==> src/rtl/cpu_bus_pkg.sv <==
// Shared definitions for the CPU internal bus arbitration logic:
// arbiter state encoding, bus mux select constants and the default bus width.
package cpu_bus_pkg;

    localparam int BUS_WIDTH = 8;

    typedef enum logic [1:0] {
        IDLE  = 2'b00,
        OWN_A = 2'b01,
        OWN_B = 2'b10
    } arb_state_t;

    localparam logic SEL_A = 1'b0;
    localparam logic SEL_B = 1'b1;

endpackage

==> src/rtl/mux_2to1_nb.sv <==
// WIDTH-bit 2:1 mux assembled from independent 1-bit 2:1 muxes.
// sel = 0 passes a, sel = 1 passes b.
module mux_2to1_nb #(
    parameter int WIDTH = 8
) (
    input  logic             sel,
    input  logic [WIDTH-1:0] a,
    input  logic [WIDTH-1:0] b,
    output logic [WIDTH-1:0] y
);

    // One single-bit mux per bus bit, all sharing the same select.
    for (genvar i = 0; i < WIDTH; i++) begin : g_bit
        assign y[i] = sel ? b[i] : a[i];
    end

endmodule

==> src/rtl/bus_arbiter_2to1.sv <==
// Two-requester bus arbiter. A 3-state FSM decides ownership with a
// round-robin tie break and a hold limit under contention, drives the select
// of the shared 2:1 bus mux and registers the selected payload with a valid.
module bus_arbiter_2to1
    import cpu_bus_pkg::*;
#(
    parameter int WIDTH    = BUS_WIDTH,
    parameter int MAX_HOLD = 4
) (
    input  logic             input_clock,
    input  logic             input_reset_n,
    input  logic             input_request_a,
    input  logic             input_request_b,
    input  logic [WIDTH-1:0] input_data_a,
    input  logic [WIDTH-1:0] input_data_b,
    output logic             output_grant_a,
    output logic             output_grant_b,
    output logic             output_select,
    output logic [WIDTH-1:0] output_data,
    output logic             output_valid
);

    // The counter only needs to reach MAX_HOLD-1; keep at least one bit.
    localparam int                HOLD_W    = (MAX_HOLD > 1) ? $clog2(MAX_HOLD) : 1;
    localparam logic [HOLD_W-1:0] HOLD_LAST = HOLD_W'(MAX_HOLD - 1);

    arb_state_t        state;
    logic [HOLD_W-1:0] hold_count;
    logic              last_served;
    logic [WIDTH-1:0]  mux_data;

    // Grants decode straight from the state register, so they are glitch-free
    // and can never both be high.
    assign output_grant_a = (state == OWN_A);
    assign output_grant_b = (state == OWN_B);

    mux_2to1_nb #(
        .WIDTH (WIDTH)
    ) u_bus_mux (
        .sel (output_select),
        .a   (input_data_a),
        .b   (input_data_b),
        .y   (mux_data)
    );

    // Ownership FSM with hold-limit counter, round-robin pointer and mux select.
    // NOTE: every register here uses <= so all reads see pre-edge values.
    always_ff @(posedge input_clock or negedge input_reset_n) begin
        if (!input_reset_n) begin
            state         <= IDLE;
            hold_count    <= '0;
            last_served   <= SEL_B;
            output_select <= SEL_A;
        end else begin
            case (state)
                IDLE: begin
                    hold_count <= '0;
                    if (input_request_a && (!input_request_b || last_served == SEL_B)) begin
                        state         <= OWN_A;
                        last_served   <= SEL_A;
                        output_select <= SEL_A;
                    end else if (input_request_b) begin
                        state         <= OWN_B;
                        last_served   <= SEL_B;
                        output_select <= SEL_B;
                    end
                end
                OWN_A: begin
                    if (input_request_b && (!input_request_a || hold_count == HOLD_LAST)) begin
                        state         <= OWN_B;
                        hold_count    <= '0;
                        last_served   <= SEL_B;
                        output_select <= SEL_B;
                    end else if (!input_request_a) begin
                        state      <= IDLE;
                        hold_count <= '0;
                    end else if (hold_count != HOLD_LAST) begin
                        hold_count <= hold_count + HOLD_W'(1);
                    end
                end
                OWN_B: begin
                    if (input_request_a && (!input_request_b || hold_count == HOLD_LAST)) begin
                        state         <= OWN_A;
                        hold_count    <= '0;
                        last_served   <= SEL_A;
                        output_select <= SEL_A;
                    end else if (!input_request_b) begin
                        state      <= IDLE;
                        hold_count <= '0;
                    end else if (hold_count != HOLD_LAST) begin
                        hold_count <= hold_count + HOLD_W'(1);
                    end
                end
                default: begin
                    state      <= IDLE;
                    hold_count <= '0;
                end
            endcase
        end
    end

    // Data stage: capture the owner's payload while it keeps requesting.
    always_ff @(posedge input_clock or negedge input_reset_n) begin
        if (!input_reset_n) begin
            output_data  <= '0;
            output_valid <= 1'b0;
        end else if ((state == OWN_A && input_request_a) ||
                     (state == OWN_B && input_request_b)) begin
            output_data  <= mux_data;
            output_valid <= 1'b1;
        end else begin
            output_valid <= 1'b0;
        end
    end

endmodule

==> config.mk <==
export PLATFORM = sky130hd
export DESIGN_NAME = bus_arbiter_2to1
export DESIGN_NICKNAME = d
export VERILOG_FILES = /design/src/rtl/cpu_bus_pkg.sv /design/src/rtl/mux_2to1_nb.sv /design/src/rtl/bus_arbiter_2to1.sv
export SDC_FILE = /design/constraint.sdc
export NUM_CORES = 1
export LEC_CHECK = 0
export CAP_MARGIN = 5
export CELL_PAD_IN_SITES_DETAIL_PLACEMENT = 1
export CELL_PAD_IN_SITES_GLOBAL_PLACEMENT = 2
export CORE_ASPECT_RATIO = 2
export CORE_MARGIN = 1
export CORE_UTILIZATION = 27
export CTS_BUF_LIST = sky130_fd_sc_hd__clkbuf_8
export CTS_CLUSTER_SIZE = 12
export DETAILED_ROUTE_END_ITERATION = 8
export PLACE_DENSITY_LB_ADDON = 0.1
export SYNTH_ARGS = -nofsm -noshare
export SYNTH_HDL_FRONTEND = slang
export SYNTH_SLANG_ARGS = --single-unit
export TNS_END_PERCENT = 5
==> constraint.sdc <==
create_clock -name input_clock -period 2.4 [get_ports input_clock]
set_input_delay 0.24 -clock input_clock [delete_from_list [all_inputs] [get_ports input_clock]]
set_output_delay 0.24 -clock input_clock [all_outputs]
set_load 0.005 [all_outputs]
== Word-level counts from Yosys, hierarchy flattened ==
Index checks and enable logic that the tools add are counted.

* Add/subtract/negate cells: 1
* Equal/unequal tests: 9
* Mux-type cells: 27
* Reduce and logical (&&, ||, !) cells: 15

{| class="wikitable"
|+ Operators with widths
! operator !! number
|-
| two-way mux 2 bit || 11
|-
| two-way mux 1 bit || 13
|-
| != test 3 x 2 -> 1 bit (second input constant) || 2
|-
| one-hot mux 2 bit (3 select lines) || 1
|-
| logical AND 1 bit || 5
|-
| equality test 2 bit (second input constant) || 2
|-
| logical OR 1 bit || 4
|-
| != test 2 x 1 -> 1 bit (second input constant) || 2
|-
| one-hot mux 2 bit (2 select lines) || 1
|-
| AND reduction 4 bit || 1
|-
| != test 3 bit (second input constant) || 1
|-
| one-hot mux 1 bit (3 select lines) || 1
|-
| AND reduction 3 bit || 1
|-
| nonzero test 3 bit || 1
|-
| adder 2 x 1 -> 2 bit (second input constant) || 1
|-
| equality test 2 x 1 -> 1 bit (second input constant) || 1
|-
| logical NOT 1 bit || 2
|-
| logical NOT 2 bit || 1
|-
| != test 2 bit (second input constant) || 1
|}

* Bits in registers: 15
* Input port bits: 20
* Output and inout port bits: 12
* Word-level logic and storage cells: 58

== Longest topological paths before layout ==
Gate-level depths: netlist of the first run.

* Depth after elaboration: 5
* Depth in mapped cells: 6
* Mapped depth without buffers: 6

== By module ==
Synthesis of the first run repeated with hierarchy kept, for this count alone.

* Cell total of the unflattened synthesis: 73
* Area, all modules: 927.1 um^2

{| class="wikitable"
|+ By module, submodules not included
! module !! instances !! cells each !! area each (um^2) !! sequential area each (um^2)
|-
| bus_arbiter_2to1 || 1 || 64 || 795.8 || 376.6
|-
| mux_2to1_nb || 1 || 9 || 131.4 || 0.0
|}

== Least setup slack after synthesis of the first run ==
OpenSTA, ideal clock, no wires.

* Kind: input to register
* Start point: input state[1]
* End point: register state[0]
* Library setup time: 125 ps
* Arrival: 1,680 ps
* Data required time: 2,275 ps
* Setup slack: 595 ps
* Stages on the path: 7
* Buffers on the path: 0
* Cell sequence: dfrtp_1 -> inv_1 -> ha_1 -> a22oi_4 -> o221ai_2 -> or2_1 -> mux2_4

* Word-level cells in the longest chain between the ends: 3
* Elaborated cells between the ends (all ways): 8
* Classes of those cells: 5 x eq/ne; 1 x mux; 2 x reduce/logical

{| class="wikitable"
|+ Ends and longest elaborated chain
! what !! RTL line !! RTL
|-
| from (decl) || bus_arbiter_2to1.sv:27 || <nowiki>arb_state_t state;</nowiki>
|-
| equality test 2 x 1 -> 1 bit * || - ||
|-
| via output_grant_a || bus_arbiter_2to1.sv:16 || <nowiki>output logic output_grant_a,</nowiki>
|-
| != test 3 x 2 -> 1 bit (no line) || - ||
|-
| AND reduction 3 bit (no line) || - ||
|}

Mark *: on every way through the listed nets, which the timed path passes. The rest lies on a longest branch.
A chain may end at the register's enable or synchronous reset.

== Worst setup path in the final report of the first run ==
* Start point: input state[1]
* End point: output output_grant_a

* Word-level cells in the longest chain between the ends: 1

{| class="wikitable"
|+ Ends and longest elaborated chain
! what !! RTL line !! RTL
|-
| equality test 2 x 1 -> 1 bit || bus_arbiter_2to1.sv:34 || <nowiki>assign output_grant_a = (state == OWN_A);</nowiki>
|-
| to (decl) || bus_arbiter_2to1.sv:16 ||
|}

Every way passes these cells.

==> results of run 1 <==
==> per-layer routing <==
| metal | vias to the layer above | part of all wire |
|---|---|---|
| li1 | 345 | - |
| met1 | 346 | 0.37 |
| met2 | 21 | 0.57 |
| met3 | 2 | 0.052 |
| met4 | 0 | 0.012 |
| met5 | - | 0 |
==> worst paths after layout <==
check                                         from                    endpoint
min reg2reg                last_served$_DFFE_PN1P_     last_served$_DFFE_PN1P_
max in group asynchronous            input_reset_n  output_data[4]$_DFFE_PN0P_
min in group input_clock   last_served$_DFFE_PN1P_     last_served$_DFFE_PN1P_
min                                  input_reset_n  output_data[0]$_DFFE_PN0P_
max                           state[1]$_DFFE_PN0P_              output_grant_a
max reg2reg                   state[1]$_DFFE_PN0P_        state[0]$_DFFE_PN0P_
==> synth_stat cells, drive strengths merged <==
| cell | count |
|---|---|
| dfrtp | 14 |
| nand2 | 11 |
| mux2i | 10 |
| o21ai | 8 |
| inv | 6 |
| a21oi | 5 |
| ha | 4 |
| a21bo | 3 |
| nand3 | 3 |
| buf | 2 |
| mux2 | 2 |
| nor2 | 2 |
| a2111oi | 1 |
| a21boi | 1 |
| a22oi | 1 |
| and2 | 1 |
| clkbuf | 1 |
| dfstp | 1 |
| nand2b | 1 |
| nand3b | 1 |
| nor3b | 1 |
| o221ai | 1 |
| or2 | 1 |
==> worst max-delay path: cells and delay by family, from the launching register on <==
kind,cells,cell delay [ps]
DFF,1,420
buffers and inverters,2,670
adders and majority gates,1,340
==> metrics by stage <==
step                total power [mW]  utilization  hold WS, ps  instances  setup slack (ps)
finish                         1.378       0.4160        409.0        145             487.0
global route                   1.497       0.4160        460.2        145             379.4
CTS                            1.407       0.4160        444.5        145             471.7
detailed placement             1.207       0.4008        465.9        141             294.6
global placement               1.183       0.4008        456.1        141             384.0
floorplan                     0.8646            -       -55.59         81             594.8
==> power by group through the flow <==
| stage | combinational, mW | sequential, mW | clock (mW) |
|---|---|---|---|
| final | 0.742 | 0.441 | 0.195 |
| after global routing | 0.823 | 0.461 | 0.214 |
| after CTS | 0.760 | 0.445 | 0.202 |
| after detailed placement | 0.760 | 0.447 | 0 |
| after global placement | 0.739 | 0.445 | 0 |
| after floorplan | 0.421 | 0.443 | 0 |
==> state kept, by name, summed over array words and instances, names as in the netlist <==
signal,cells
hold_count,2
last_served,1
output_data,8
output_select,1
output_valid,1
state,2
==> cell type report <==
class                      count  area (um^2)
fill                         345         1739
multi-input combinational     57        431.7
sequential                    15        376.6
timing repair buffer          33        325.3
clock buffer                   3        41.29
tap                           30        37.54
inverter                       6        22.52
clock inverter                 1        3.754
==> logic make-up (layout without fill, tap and decap cells) <==
family                   count (synthesis)  after routing  synth area share
AO/OA/AOI/OAI                           20             20            0.1811
flip-flops                              15             15            0.4433
buffers and inverters                    9             43           0.04859
adder cells (fa/ha/maj)                  4              4           0.05891
multiplexers                            12             12            0.1532
AND/OR/NAND/NOR                         21             21            0.1149
==> metrics.txt, run 1 <==
crit-path cells=inv_1 -> ha_1 -> clkdlybuf4s50_1; Synth warnings=0; Hold Path Class=in -> async; die height=81.33 um; Post-Syn Nets=105; Worst Max-Slew Pin Slew=673.0 ps; largest net degree at the start of global routing=18; Overflow after GRT=0; most frequent cells in the layout=clkdlybuf4s50_1, dfrtp_1, nand2_1, mux2i_1, inv_1; top cell type's share of synthesized area=0.4124; DR vias=714; initial core utilization=0.2853; cts hold-fix bufs=0; synth top area cells=dfrtp_1, mux2i_1, ha_1; Die Wd=41.67 um; clock skew=0.5559 ps; final hold vios=0; Fmax=522.8 MHz; maximum vdd ir drop=0.0004531 V; worst skew pair latency=240 ps; CTS tree=yes; Yosys reg bits=15; max_cap viols=0; H-Tree Depth=1; post-route cell area=1239 um^2; ant diodes=0; Comb pwr share=0.539; outcome=finished clean; first-pass GRT wire length=3456 um; CP endpoint kind=output port; flop2flop setup slack=490 ps; Die Area=3389 um^2; GPL Wtd Cong=0.7078; sequential share of power=0.320; Final HPWL DP=1650 um; Netlist cell types=26; vias in the first global route=776; wire per inst=13.86 um; synthesized area=849.6 um^2; Switching Fraction=0.3420; Via density=4.924; drt drc=0; CTS clock-pin slew for the worst setup and hold paths=60 ps; Initial DRC Count=2; IO buf count=31; Root Buffer=clkbuf_8; CTS-repair resized insts=0; Int Pwr=0.9068 mW; Max-slew headroom=0.5500; GR Util All Layers=0.1334; commonest non-fill, non-tap cell in the layout=clkdlybuf4s50_1; Worst EP required=2160 ps; total setup buffers inserted after CTS=0; GR Layer Usage met2=0.2656; # rows=28; Max clock buf depth=2; clock share of power=0.142; Final Critical Period=1913 ps; P_leak=0.5750 nW; placed instance area=1194 um^2; grt met1 use=0.1234; area grow syn2layout=45.80%; Final Cycle Share=0.7971; CP max stage cell=clkdlybuf4s50_1; crit path kind=reg -> out; Detailed Routing Iterations Pass 1=3; final setup vio count=0; GR met3 Demand/Resource=0.02444; antenna viol nets, final=0; crit path DAT=1670 ps; CP Launch Type=register; CTS Buf Count=3; Gate Count Post-Synth=81; CP max FO=6; CP max stage delay=570 ps; ratio of cells with drive above 1 in the final layout=0.1130; Pwr Density=1113 nW/um^2; Syn Area/Cell=10.49 um^2; CTS sink count=15; Ports=32; DRT Wirelength=2009 um; post-synthesis sequential area ratio=0.4433; core area=2978 um^2; antenna violations before repair=0; RSZ-0062 raised after global routing=no; R2R cell count=6; Yosys top cell by area=dfrtp_1; most used routing layer=met2; Final #Nets=140; Sw Pwr=0.4714 mW; Setup Total Neg Slack=0 ps; Pins Over Slew Limit=0
Note: power is estimated with default switching activity, not from simulation.
==> run 2, diff against run 1 <==
==> constraint.sdc (replaced) <==
create_clock -name input_clock -period 1.9 [get_ports input_clock]
set_input_delay 0.19 -clock input_clock [delete_from_list [all_inputs] [get_ports input_clock]]
set_output_delay 0.19 -clock input_clock [all_outputs]
set_load 0.005 [all_outputs]
==> run 2 against run 1 <==
Worst hold slack worse by 50 ps. Sequential power up 25%. Sequential share of layout area down 0.84 points. Routed wire length up 1.5%. Critical path type unchanged. Clock-buffer cell count unchanged. Sequential cell count unchanged. Worst setup slack worse by 380 ps.
==> metrics.txt, run 2 (synthesis results as in run 1) <==
CP max stage cell=clkdlybuf4s50_1; wire per inst=13.69 um; Hold Path Class=in -> async; setup ws final=107.8 ps; outcome=finished clean; Overflow after GRT=0; first-pass GRT wire length=3732 um; Pwr Density=1398 nW/um^2; Post-Place Setup Slack=2.856 ps; Final Critical Period=1792 ps; Final Cycle Share=0.9433; Max-slew headroom=0.5447; CTS clock-pin slew for the worst setup and hold paths=60 ps; area of the multi-input gates=436.7 um^2; RSZ-0062 raised after global routing=no; commonest non-fill, non-tap cell in the layout=clkdlybuf4s50_1; P_leak=0.5918 nW; Overall Power=1.781 mW; GR Util All Layers=0.1470; vias in the first global route=834; CTS sink count=15; area grow syn2layout=49.93%; GPL Wtd Cong=0.6897; cts hold-fix bufs=0; largest net degree at the start of global routing=18; ratio of cells with drive above 1 in the final layout=0.1597; Max clock buf depth=2; DR vias=726; Root Buffer=clkbuf_8; Worst Max-Slew Pin Slew=680.8 ps; die height=81.33 um; H-Tree Depth=1; ant diodes=0; Die Area=3389 um^2; Final #Nets=144; CTS tree=yes; crit-path cells=inv_1 -> ha_2 -> buf_4 -> clkdlybuf4s50_1; clock skew=2.906 ps; core area=2978 um^2; Pins Over Slew Limit=0; FF+latch area=376.6 um^2; most frequent cells in the layout=clkdlybuf4s50_1, dfrtp_1, nand2_1, mux2i_1, inv_1; Via density=4.872; Largest Register=output_data; CP endpoint kind=output port; Ports=32; Worst EP required=1710 ps; Fmax=558.0 MHz; Final HPWL DP=1655 um; largest registers=output_data x8, hold_count x2, state x2; final setup vio count=0; drt drc=0; crit path DAT=1600 ps; number of flip-flops in the largest register=8; DRT Wirelength=2040 um; CP Launch Type=register; Setup Total Neg Slack=0 ps; CTS Buf Count=3; crit path kind=reg -> out; final hold vios=0; # rows=28; max_cap viols=0; Detailed Routing Iterations Pass 1=4; CP max stage delay=500 ps; CP max FO=5; maximum vdd ir drop=0.0005100 V; Initial DRC Count=2; Die Wd=41.67 um; Fillers=354; IO buf count=31; antenna viol nets, final=0; antenna violations before repair=0; worst skew pair latency=250 ps; initial core utilization=0.2853
run 2: changes by cell type in the layout (fill, tap and decap cells not counted):
cell,previous run,this run
buf_4,2,6
ha_1,4,2
ha_2,0,2
run 2: repair_timing:
item	in CTS	in global routing
buffers inserted	0	1
setup endpoints to repair	0	3
resized for setup	0	2
run 2: critical path: cells and delay by family (launching register included):
kind,cells,cell delay [ps]
buf+inv,3,740
fa+ha+maj,1,210
flops,1,410
run 2: layer usage:
layer,global-route usage,up-vias,part of all wire
met4,0.08710,0,0.027
met3,0.03111,5,0.053
li1,-,354,-
met1,0.1452,343,0.36
met2,0.2734,24,0.56
met5,0,-,0
run 2: final timing paths:
| path | from | end | slack, ps | cells past startpoint |
|---|---|---|---|---|
| max | state[1]$_DFFE_PN0P_ | output_grant_a | 110 | 4 |
| min | input_reset_n | hold_count[1]$_DFF_PN0_ | 360 | 1 |
| max reg2reg | state[1]$_DFFE_PN0P_ | state[0]$_DFFE_PN0P_ | 170 | 7 |
| max in group asynchronous | input_reset_n | output_data[7]$_DFFE_PN0P_ | 1110 | 1 |
| min reg2reg | last_served$_DFFE_PN1P_ | last_served$_DFFE_PN1P_ | 470 | 2 |
| min in group input_clock | last_served$_DFFE_PN1P_ | last_served$_DFFE_PN1P_ | 470 | 2 |
run 2: final cells by class:
cell class                 instances  area share
inverter                           6     0.01768
sequential                        15      0.2957
clock inverter                     1    0.002947
clock buffer                       3     0.03242
tap                               30     0.02947
multi-input combinational         57      0.3428
timing repair buffer              37      0.2790
run 2: per-stage QoR:
stage,instance area (um^2),hold slack (ps),utilization,cells
2_1_floorplan,849.6,-105.6,-,81
3_3_place_gp,1216,460.9,0.4084,144
3_5_place_dp,1216,464.5,0.4084,144
4_1_cts,1261,389.3,0.4235,148
5_1_grt,1274,427.7,0.4277,149
6_report,1274,359.1,0.4277,149
run 2: power by group:
group / leakage [nW] / total [mW] / switching [mW] / internal [mW]
logic: 0.377 / 0.979 / 0.406 / 0.574
clock network: 0.0269 / 0.249 / 0.106 / 0.143
registers: 0.188 / 0.552 / 0.0815 / 0.471
